File: src/rtl/alu_operand_stage.sv
`default_nettype none
// ============================================================================
// Module      : alu_operand_stage
// Description : ID/EX pipeline register feeding the ALU. Latches one decoded
//               instruction, resolves its A/B operands (register read with
//               EX/WB forwarding, immediate / shift-amount extension, LUI
//               form) and presents them registered to the ALU. Detects
//               load-use hazards and inserts bubbles, counting stall cycles.
//
// Ports       :
//   clk, reset                 clock, synchronous active-high reset
//   in_valid / in_ready        decode-side handshake
//   in_opcode, in_carry        passed through to the ALU
//   in_rs/rt/rd_addr           register numbers
//   in_rs_data, in_rt_data     register file read data
//   in_imm16, in_shamt         immediate and shift-amount fields
//   in_a_sel, in_b_sel         operand source selects
//   ex_*, wb_*                 forwarding sources (EX result, writeback)
//   flush                      drop held and offered instruction
//   out_valid / out_ready      ALU-side handshake
//   alu_a, alu_b, alu_opcode,
//   alu_carry_in, out_rd_addr  registered ALU inputs
//   stall_count                saturating count of load-use bubble cycles
//
// Revision    : 1.0 - initial release
// ============================================================================
module alu_operand_stage #(
  parameter int DATA_W = 32,
  parameter int OP_W   = 6,
  parameter int CNT_W  = 16
) (
  input  logic              clk,
  input  logic              reset,
  input  logic              in_valid,
  output logic              in_ready,
  input  logic [OP_W-1:0]   in_opcode,
  input  logic [4:0]        in_rs_addr,
  input  logic [4:0]        in_rt_addr,
  input  logic [4:0]        in_rd_addr,
  input  logic [DATA_W-1:0] in_rs_data,
  input  logic [DATA_W-1:0] in_rt_data,
  input  logic [15:0]       in_imm16,
  input  logic [4:0]        in_shamt,
  input  logic [1:0]        in_a_sel,
  input  logic [2:0]        in_b_sel,
  input  logic              in_carry,
  input  logic              ex_wr_en,
  input  logic              ex_is_load,
  input  logic [4:0]        ex_wr_addr,
  input  logic [DATA_W-1:0] ex_wr_data,
  input  logic              wb_wr_en,
  input  logic [4:0]        wb_wr_addr,
  input  logic [DATA_W-1:0] wb_wr_data,
  input  logic              flush,
  output logic              out_valid,
  input  logic              out_ready,
  output logic [DATA_W-1:0] alu_a,
  output logic [DATA_W-1:0] alu_b,
  output logic [OP_W-1:0]   alu_opcode,
  output logic              alu_carry_in,
  output logic [4:0]        out_rd_addr,
  output logic [CNT_W-1:0]  stall_count
);

  localparam logic [DATA_W-1:0] c_zero    = '0;
  localparam logic [CNT_W-1:0]  c_cnt_max = '1;

  logic              r_out_valid;
  logic [DATA_W-1:0] r_alu_a;
  logic [DATA_W-1:0] r_alu_b;
  logic [OP_W-1:0]   r_alu_opcode;
  logic              r_alu_carry_in;
  logic [4:0]        r_out_rd_addr;
  logic [CNT_W-1:0]  r_stall_count;

  logic              w_adv;
  logic              w_hazard;
  logic              w_rs_used;
  logic              w_rt_used;
  logic              w_accept;
  logic [DATA_W-1:0] w_rs_val;
  logic [DATA_W-1:0] w_rt_val;
  logic [DATA_W-1:0] w_a;
  logic [DATA_W-1:0] w_b;

  // Forwarding: r0 is hard zero, the younger EX result beats WB.
  always_comb begin
    w_rs_val = in_rs_data;
    if (in_rs_addr == 5'd0)
      w_rs_val = c_zero;
    else if (ex_wr_en && (ex_wr_addr == in_rs_addr))
      w_rs_val = ex_wr_data;
    else if (wb_wr_en && (wb_wr_addr == in_rs_addr))
      w_rs_val = wb_wr_data;
  end

  always_comb begin
    w_rt_val = in_rt_data;
    if (in_rt_addr == 5'd0)
      w_rt_val = c_zero;
    else if (ex_wr_en && (ex_wr_addr == in_rt_addr))
      w_rt_val = ex_wr_data;
    else if (wb_wr_en && (wb_wr_addr == in_rt_addr))
      w_rt_val = wb_wr_data;
  end

  always_comb begin
    w_a = c_zero;
    case (in_a_sel)
      2'd0:    w_a = w_rs_val;
      2'd1:    w_a = w_rt_val;
      default: w_a = c_zero;
    endcase
  end

  always_comb begin
    w_b = c_zero;
    case (in_b_sel)
      3'd0:    w_b = w_rt_val;
      3'd1:    w_b = {{(DATA_W-16){in_imm16[15]}}, in_imm16};
      3'd2:    w_b = {{(DATA_W-16){1'b0}}, in_imm16};
      3'd3:    w_b = {{(DATA_W-5){1'b0}}, in_shamt};
      3'd4:    w_b = {{(DATA_W-5){1'b0}}, w_rs_val[4:0]};
      3'd5:    w_b = {in_imm16, {(DATA_W-16){1'b0}}};
      default: w_b = c_zero;
    endcase
  end

  // Only sources the instruction actually reads can cause a load-use stall,
  // so immediate forms behind a load proceed without a bubble.
  assign w_rs_used = (in_a_sel == 2'd0) || (in_b_sel == 3'd4);
  assign w_rt_used = (in_a_sel == 2'd1) || (in_b_sel == 3'd0);

  assign w_hazard = in_valid && ex_is_load && ex_wr_en && (ex_wr_addr != 5'd0) &&
                    ((w_rs_used && (ex_wr_addr == in_rs_addr)) ||
                     (w_rt_used && (ex_wr_addr == in_rt_addr)));

  assign w_adv    = !r_out_valid || out_ready;
  // During flush the offered instruction is consumed (and discarded).
  assign in_ready = (w_adv && !w_hazard) || flush;
  assign w_accept = in_valid && w_adv && !w_hazard && !flush;

  always_ff @(posedge clk) begin
    if (reset) begin
      r_out_valid    <= 1'b0;
      r_alu_a        <= c_zero;
      r_alu_b        <= c_zero;
      r_alu_opcode   <= '0;
      r_alu_carry_in <= 1'b0;
      r_out_rd_addr  <= 5'd0;
      r_stall_count  <= '0;
    end else if (flush) begin
      r_out_valid <= 1'b0;
    end else if (w_adv) begin
      if (w_accept) begin
        r_out_valid    <= 1'b1;
        r_alu_a        <= w_a;
        r_alu_b        <= w_b;
        r_alu_opcode   <= in_opcode;
        r_alu_carry_in <= in_carry;
        r_out_rd_addr  <= in_rd_addr;
      end else begin
        // Bubble (hazard) or nothing offered: data outputs hold.
        r_out_valid <= 1'b0;
        if (w_hazard && (r_stall_count != c_cnt_max))
          r_stall_count <= r_stall_count + 1'b1;
      end
    end
  end

  assign out_valid    = r_out_valid;
  assign alu_a        = r_alu_a;
  assign alu_b        = r_alu_b;
  assign alu_opcode   = r_alu_opcode;
  assign alu_carry_in = r_alu_carry_in;
  assign out_rd_addr  = r_out_rd_addr;
  assign stall_count  = r_stall_count;

endmodule
`default_nettype wire

File: config.mk
export PLATFORM = sky130hd
export DESIGN_NAME = alu_operand_stage
export DESIGN_NICKNAME = d
export VERILOG_FILES = /design/src/rtl/alu_operand_stage.sv
export SDC_FILE = /design/constraint.sdc
export NUM_CORES = 1
export LEC_CHECK = 0
export CAP_MARGIN = 20
export CELL_PAD_IN_SITES_DETAIL_PLACEMENT = 1
export CELL_PAD_IN_SITES_GLOBAL_PLACEMENT = 2
export CORE_MARGIN = 3
export CORE_UTILIZATION = 24
export CTS_CLUSTER_DIAMETER = 150
export DETAILED_ROUTE_END_ITERATION = 16
export PLACE_DENSITY = 0.94
export SYNTH_ARGS = -nofsm -noshare
export SYNTH_HDL_FRONTEND = slang
export SYNTH_SLANG_ARGS = --single-unit
File: constraint.sdc
create_clock -name clk -period 3.96 [get_ports clk]
set_clock_uncertainty 0.1 [all_clocks]
set_input_delay 0.396 -clock clk [delete_from_list [all_inputs] [get_ports clk]]
set_output_delay 0.396 -clock clk [all_outputs]
set_load 0.1 [all_outputs]
==> impl_results.md, run 1 <==
- Status: finished, final reports clean
- Ys Warns: 0
- Pin count of the biggest net entering global routing: 54
- Vertical die dimension: roughly 170 um
- Worst setup path endpoint: in_ready
- Number of levels in the clock H-tree: 3
- DR vias/cell: 5.48
- Number of gates resized after CTS: 0
- Post-synth top area cell: sky130_fd_sc_hd__dfxtp_1
- Post-CTS clock slew at the launch and capture registers of the worst setup and hold paths: roughly 70 ps
- Tot GR Track Use: 22.4%
- Count of pins on the block boundary: roughly 290
- Maximum Capacitance Violations: 0
- Vias in the first global route: 7,639
- CP max FO: 9
- CTS Root Buffer Type: sky130_fd_sc_hd__clkbuf_16
- Reg-to-reg startpoint: out_valid$_SDFFE_PP0N_
- Ratio of cells with drive above 1 in the final layout: under 10%
- Critical-path cell list: clkdlybuf4s50_1 -> nor3_1 -> o211ai_1 -> o22ai_2 -> buf_4 -> nand2_1 -> a21o_1 -> buf_12
- Worst hold path type: in -> reg
- Post-DP Area: between 9000 and 10,000 um^2
- Post-CTS setup buffers: 0
- Worst path arrival time: 2750 ps
- Initial antenna violation count: 5
- Total of fill cells in the finished design: between 2,000 and 3,000
- Post-detailed-route wirelength per cell: about 23 um
- Most numerous cell in the Yosys netlist: sky130_fd_sc_hd__dfxtp_1
- Vias: roughly 7,400
- Share of the synthesized area in the top cell type: between 30% and 40%
- Most area-consuming cells after synthesis: sky130_fd_sc_hd__dfxtp_1 (31%), sky130_fd_sc_hd__o2bb2ai_1 (5.6%), sky130_fd_sc_hd__nand2_1 (4.1%), sky130_fd_sc_hd__o21ai_0 (3.9%), sky130_fd_sc_hd__nor3_1 (3.4%)
- Routed Wire Length: 31,600 um
- Hold-fix buffers at CTS: 0
- Floorplan die area: roughly 27,000 um^2
- CTS Buf Count: 9
- Reported leakage power: between 3 and 4 nW
- Worst VDD drop: between 0.00015 and 0.0002 V
- Critical path buffers and inverters: 3
- Final antenna-violating net count: 0
- X dimension of the die: approximately 170 um
- Pin slew with the least headroom to its limit: 1120 ps
- Critical path's largest stage delay: 680 ps
- RSZ-0062 raised after global routing: false
- CP startpoint kind: primary input
- Worst-path cell with the longest stage delay: sky130_fd_sc_hd__clkdlybuf4s50_1
- Synth async-reset ratio: 0%
- Most instantiated cells after synthesis: sky130_fd_sc_hd__dfxtp_1 (93), sky130_fd_sc_hd__nand2_1 (67), sky130_fd_sc_hd__clkbuf_1 (53)
- HPWL reported at the end of detailed placement: roughly 23,000 um
- Count of port buffers added during placement: 287
- Highest attainable clock frequency: ~300 MHz
- Deepest clock path buffer count: 2
- Sequential fraction of the synthesis area: a little under a third
- Number of nets at the end of the flow: about 1,200
- Register-to-register path setup slack: about 1600 ps
- Ratio of final minimum period to clock period: 82.1%
- Launching instance or port of the critical path: in_b_sel[0]
- Crit Path Class: in -> out
- Data required time at the worst endpoint: around 3500 ps
- TritonCTS clock tree: yes
- Pins Over Slew Limit: 0
- Post-synthesis register bit count: 93
- Top cell family by delay on the critical path: buffers and inverters
- Reg area: ~1900 um^2
- Endpoints failing setup: 0
- Logic depth of the worst path, buffers included: 8
- Worst Setup End Kind: output port
- Logic depth of the worst register-to-register path: 8
- Total DRC errors in the routed layout: 0
- Global-route wire length before repair: around 47,000 um
- Period minus WS final: roughly 3300 ps
- Main synth FF type: sky130_fd_sc_hd__dfxtp_1
- Final hold violation count: 0
- Area occupied by multi-input gates: slightly below 4000 um^2
- Clock latency on the worst-skew pair: ~350 ps
- Initial drt markers: approximately 500
- Post-synth EDFFs: 0
- Initial core utilization: about 25%
- Sinks on the clock net: between 90 and 100
- Area of the core: 24,700 um^2
- Crit Reg-Reg Endpoint: alu_b[9]$_SDFFE_PP0P_
- Total overflow reported by the global router: 0
- Synth-to-layout area growth: 56.8%
- Post-synthesis cell area: a little over 6000 um^2
- Final Power: 2.75 mW
- Gate count of the mapped netlist: just under 800
- Total nets after synthesis: 971
- Setup Total Neg Slack: 0 ps
- Number of iterations in the first detailed-routing pass: 4
- Per-instance average area after synthesis: roughly 7.9 um^2
- Post-layout instance area: between 9000 and 10,000 um^2
- Relative slew slack: approximately a quarter
- Site row count: 57
- Distinct cells, synth: just under 60
- Final weighted congestion in routability-driven placement: roughly 0.86
- Power per cell area: around 290 nW/um^2
==> stage by stage <==
step / instances / util [%] / setup WS [ps] / hold WS, ps
after floorplan: 776 / - / 1270 / 374
after global placement: 1337 / 37.6 / 678 / 341
after detailed placement: 1337 / 37.6 / 612 / 348
after CTS: 1353 / 38.8 / 762 / 257
after global routing: 1355 / 38.8 / 577 / 278
final: 1355 / 38.8 / 710 / 263
==> report_power, final <==
group / total [mW] / internal [mW] / switching [mW]
Clock: 0.851 / 0.429 / 0.421
Sequential: 0.986 / 0.966 / 0.0196
Combinational: 0.917 / 0.353 / 0.564
Total: 2.75 / 1.75 / 1.01
==> worst min-delay path by stage <==
stage | from | endpoint | depth (start not counted)
3_3_place_gp | out_rd_addr[3]$_SDFFE_PP0P_ | out_rd_addr[3]$_SDFFE_PP0P_ | 2
5_1_grt | reset | alu_a[19]$_SDFFE_PP0P_ | 2
2_1_floorplan | flush | out_valid$_SDFFE_PP0N_ | 1
3_5_place_dp | alu_b[20]$_SDFFE_PP0P_ | alu_b[20]$_SDFFE_PP0P_ | 1
6_report | reset | alu_a[16]$_SDFFE_PP0P_ | 2
4_1_cts | reset | alu_a[19]$_SDFFE_PP0P_ | 2
==> kinds of logic after synthesis <==
kind of cell / Yosys count / synth area share (%)
flip-flops: 93 / 30.5
adder cells (fa/ha/maj): 1 / 0.205
multiplexers: 26 / 4.76
AND/OR/NAND/NOR: 234 / 18.9
XOR/XNOR: 23 / 3.30
buffers and inverters: 82 / 5.94
AO/OA/AOI/OAI: 317 / 36.4
==> sequential cells by signal (all words and copies together), names as in the netlist <==
name / count
out_rd_addr: 5
out_valid: 1
alu_a: 32
alu_opcode: 6
stall_count: 16
alu_carry_in: 1
alu_b: 32
==> metal layers <==
layer / vias up / global-route usage, % / wire length (um)
li1: 3470 / - / -
met1: 3583 / 29.3 / 13700
met2: 330 / 35.5 / 14400
met3: 43 / 7.73 / 2890
met4: 6 / 5.56 / 607
met5: - / 0 / 37
==> cells in the final DEF (no fill, tap or decap), types with 5 or more instances in the layout <==
| cell type | n |
|---|---|
| sky130_fd_sc_hd__a221oi_1 | 16 |
| sky130_fd_sc_hd__a21o_1 | 8 |
| sky130_fd_sc_hd__a22oi_1 | 22 |
| sky130_fd_sc_hd__a211oi_1 | 6 |
| sky130_fd_sc_hd__or2_2 | 5 |
| sky130_fd_sc_hd__o21a_1 | 26 |
| sky130_fd_sc_hd__clkbuf_16 | 9 |
| sky130_fd_sc_hd__o31ai_1 | 8 |
| sky130_fd_sc_hd__or4_1 | 9 |
| sky130_fd_sc_hd__dfxtp_1 | 93 |
| sky130_fd_sc_hd__mux2_1 | 18 |
| sky130_fd_sc_hd__mux2_2 | 6 |
| sky130_fd_sc_hd__a311oi_1 | 20 |
| sky130_fd_sc_hd__clkdlybuf4s50_1 | 285 |
| sky130_fd_sc_hd__buf_4 | 22 |
| sky130_fd_sc_hd__nand3_1 | 38 |
| sky130_fd_sc_hd__o22a_1 | 5 |
| sky130_fd_sc_hd__o21ai_0 | 48 |
| sky130_fd_sc_hd__nand2_1 | 67 |
| sky130_fd_sc_hd__nor2_1 | 31 |
| sky130_fd_sc_hd__inv_1 | 9 |
| sky130_fd_sc_hd__xnor2_1 | 19 |
| sky130_fd_sc_hd__nor3_1 | 41 |
| sky130_fd_sc_hd__o2bb2ai_1 | 39 |
| sky130_fd_sc_hd__o21ai_1 | 24 |
| sky130_fd_sc_hd__a21oi_1 | 31 |
| sky130_fd_sc_hd__o211ai_1 | 8 |
| sky130_fd_sc_hd__nand4_1 | 7 |
| sky130_fd_sc_hd__or3_1 | 6 |
| sky130_fd_sc_hd__a31oi_1 | 32 |
==> layout make-up <==
class / count / share of cell area (%)
Multi-Input combinational cell: 601 / 41.0
Timing Repair Buffer: 310 / 32.0
Sequential cell: 93 / 19.5
Tap cell: 324 / 4.24
Clock buffer: 9 / 2.35
Clock inverter: 7 / 0.523
Inverter: 9 / 0.353
Antenna cell: 2 / 0.0523
Power figures use the tool's default switching activity.
==> run 2: changes to the inputs <==
--- a/config.mk
+++ b/config.mk
@@ -9,10 +9,10 @@
 export CELL_PAD_IN_SITES_DETAIL_PLACEMENT = 1
 export CELL_PAD_IN_SITES_GLOBAL_PLACEMENT = 2
 export CORE_MARGIN = 3
-export CORE_UTILIZATION = 24
+export CORE_UTILIZATION = 22
 export CTS_CLUSTER_DIAMETER = 150
 export DETAILED_ROUTE_END_ITERATION = 16
-export PLACE_DENSITY = 0.94
+export PLACE_DENSITY = 0.88
 export SYNTH_ARGS = -nofsm -noshare
 export SYNTH_HDL_FRONTEND = slang
 export SYNTH_SLANG_ARGS = --single-unit
==> constraint.sdc (replaced) <==
create_clock -name clk -period 3 [get_ports clk]
set_clock_uncertainty 0.1 [all_clocks]
set_input_delay 0.3 -clock clk [delete_from_list [all_inputs] [get_ports clk]]
set_output_delay 0.3 -clock clk [all_outputs]
set_load 0.1 [all_outputs]
==> run 2 against run 1 <==
Via count grew 1.0%. Critical path depth is 1 lower. Cell count is 4.9% higher. First-iteration DRC count down 7.7%. Non-clock buffer count increased by 20. Combinational power grew 34%. Sequential power rose by 32%. Cell area grew 0.65%. Critical path type unchanged. Largest cell class unchanged. Highest routed layer unchanged.
==> impl_results.md, run 2 (synthesized netlist as in run 1, its figures left out) <==
- Status: finished, final reports clean (unchanged)
- Worst Setup End Kind: output port (unchanged)
- Tot GR Track Use: 20.6% (was 22.4%)
- CTS Root Buffer Type: sky130_fd_sc_hd__clkbuf_16 (unchanged)
- Initial drt markers: 465 (was 504)
- Initial antenna violation count: 3 (was 5)
- Worst hold slack across all endpoints: 270 ps (was 263 ps)
- Pin slew with the least headroom to its limit: 986 ps (was 1120 ps)
- Routed Wire Length: 32,200 um (was 31,600 um)
- Pins Over Slew Limit: 0 (unchanged)
- RSZ-0062 raised after global routing: false (unchanged)
- Final antenna-violating net count: 0 (unchanged)
- Number of iterations in the first detailed-routing pass: 4 (unchanged)
- Count of port buffers added during placement: 287 (unchanged)
- Highest attainable clock frequency: about 360 MHz
- Total DRC errors in the routed layout: 0 (unchanged)
- Final Power: 3.78 mW (was 2.75 mW)
- Post-CTS clock slew at the launch and capture registers of the worst setup and hold paths: 70 ps (about the same)
- Power per cell area: 393 nW/um^2 (was 288 nW/um^2)
- CTS Buf Count: 9 (unchanged)
- Worst VDD drop: 0.000225 V (was 0.000171 V)
- Number of gates resized after CTS: 0 (unchanged)
- Commonest cells after routing, fill and taps aside: sky130_fd_sc_hd__clkdlybuf4s50_1 (192), sky130_fd_sc_hd__buf_4 (130), sky130_fd_sc_hd__dfxtp_1 (93) (was sky130_fd_sc_hd__clkdlybuf4s50_1 (285), sky130_fd_sc_hd__dfxtp_1 (93), sky130_fd_sc_hd__nand2_1 (67))
- Number of instances in the placed design: 1,405 (was 1,337)
- Worst path arrival time: 2380 ps (was 2750 ps)
- CP max FO: 7 (was 9)
- Endpoints failing setup: 0 (unchanged)
- Vertical die dimension: 173 um (was 165 um)
- Vias in the first global route: 7,803 (was 7,639)
- Ratio of final minimum period to clock period: ~93%
- Crit Path Class: in -> out (unchanged)
- Final weighted congestion in routability-driven placement: 0.884 (was 0.864)
- Setup Total Neg Slack: 0 ps (unchanged)
- TritonCTS clock tree: yes (unchanged)
- Number of levels in the clock H-tree: 3 (unchanged)
- Global-route wire length before repair: 48,300 um (was 46,900 um)
- X dimension of the die: 173 um (was 165 um)
- Most frequent standard cell in the layout excluding fill and tap cells: sky130_fd_sc_hd__clkdlybuf4s50_1 (unchanged)
- Site row count: 60 (was 57)
- Relative slew slack: 34.2% (was 24.9%)
- Sinks on the clock net: 93 (unchanged)
- Area of the core: 27,100 um^2 (was 24,700 um^2)
- Count of pins on the block boundary: 288 (unchanged)
- DR vias/cell: 5.28 (was 5.48)
- Final hold violation count: 0 (unchanged)
- HPWL reported at the end of detailed placement: 24,500 um (was 23,500 um)
- Synth-to-layout area growth: 57.8% (was 56.8%)
- Worst hold path type: in -> reg (unchanged)
- Post-CTS setup buffers: 0 (unchanged)
- CP startpoint kind: primary input (unchanged)
- Maximum Capacitance Violations: 0 (unchanged)
- Data required time at the worst endpoint: 2600 ps (was 3460 ps)
- Vias: 7,508 (was 7,432)
- Total overflow reported by the global router: 0 (unchanged)
- Pin count of the biggest net entering global routing: 46 (was 54)
- Number of nets at the end of the flow: 1,239 (was 1,219)
- Post-detailed-route wirelength per cell: 22.6 um (was 23.3 um)
- Hold-fix buffers at CTS: 0 (unchanged)
- Reported leakage power: 3.31 nW (was 3.01 nW)
- Floorplan die area: 29,800 um^2 (was 27,400 um^2)
- Ratio of cells with drive above 1 in the final layout: 16.9% (was 6.51%)
- Clock latency on the worst-skew pair: 340 ps (was 350 ps)
- Total of fill cells in the finished design: 3,244 (was 2,974)
- Deepest clock path buffer count: 2 (unchanged)
- Final non-filler cell total: 1,422 (was 1,355)
- Initial core utilization: 22.5% (was 24.7%)
- Period minus WS final: 2780 ps
-- run 2: cell types whose count changed in the layout (fill, tap and decap cells not counted), sizes merged --
cell           change
diode              -1
inv                +4
bufinv             +1
buf              +113
clkdlybuf4s50     -93
clkinv             -5
-- run 2: worst paths after layout --
check	startpoint	endpoint	slack, ps	cells after the start
worst max-delay path	ex_wr_addr[4]	in_ready	220	7
worst min-delay path	reset	alu_a[16]$_SDFFE_PP0P_	270	2
worst max register to register	stall_count[0]$_SDFFE_PP0P_	stall_count[3]$_SDFFE_PP0P_	750	7
worst min register to register	out_rd_addr[4]$_SDFFE_PP0P_	out_rd_addr[4]$_SDFFE_PP0P_	360	2
-- run 2: cell type report --
| cell class | count | area [um^2] | share of cell area [%] |
|---|---|---|---|
| Antenna cell | 1 | 2.50 | 0.0260 |
| Clock buffer | 9 | 225 | 2.34 |
| Clock inverter | 7 | 90.1 | 0.935 |
| Inverter | 9 | 33.8 | 0.351 |
| Multi-Input combinational cell | 601 | 3910 | 40.6 |
| Sequential cell | 93 | 1860 | 19.3 |
| Tap cell | 372 | 465 | 4.83 |
| Timing Repair Buffer | 330 | 3040 | 31.6 |
-- run 2: critical path, stage by stage --
cell                              delay [ps]
sky130_fd_sc_hd__clkdlybuf4s50_1         490
sky130_fd_sc_hd__xnor2_1                 260
sky130_fd_sc_hd__nand3_1                 240
sky130_fd_sc_hd__o22ai_2                 500
sky130_fd_sc_hd__nand2_1                 190
sky130_fd_sc_hd__a21o_1                  230
sky130_fd_sc_hd__buf_12                  170
-- run 2: per-stage QoR --
step / worst slack (ps) / util [%] / instance area [um^2]
6_report: 218 / 35.5 / 9630
3_5_place_dp: 61.5 / 34.4 / 9310
3_3_place_gp: 148 / 34.4 / 9310
2_1_floorplan: 310 / - / 6100
5_1_grt: 125 / 35.5 / 9630
4_1_cts: 215 / 35.5 / 9630
-- run 2: report_power, final --
group          internal [mW]  switching, mW
combinational          0.479          0.755
clock                  0.673          0.574
sequential              1.27         0.0264
total                   2.43           1.36
-- run 2: per-layer routing --
layer | track usage [%] | part of all wire, % | vias to the layer above
met5 | 0 | 0.068 | -
met2 | 33.3 | 45 | 319
li1 | - | - | 3509
met1 | 26.6 | 44 | 3614
met3 | 5.86 | 7.5 | 62
met4 | 6.79 | 2.9 | 4
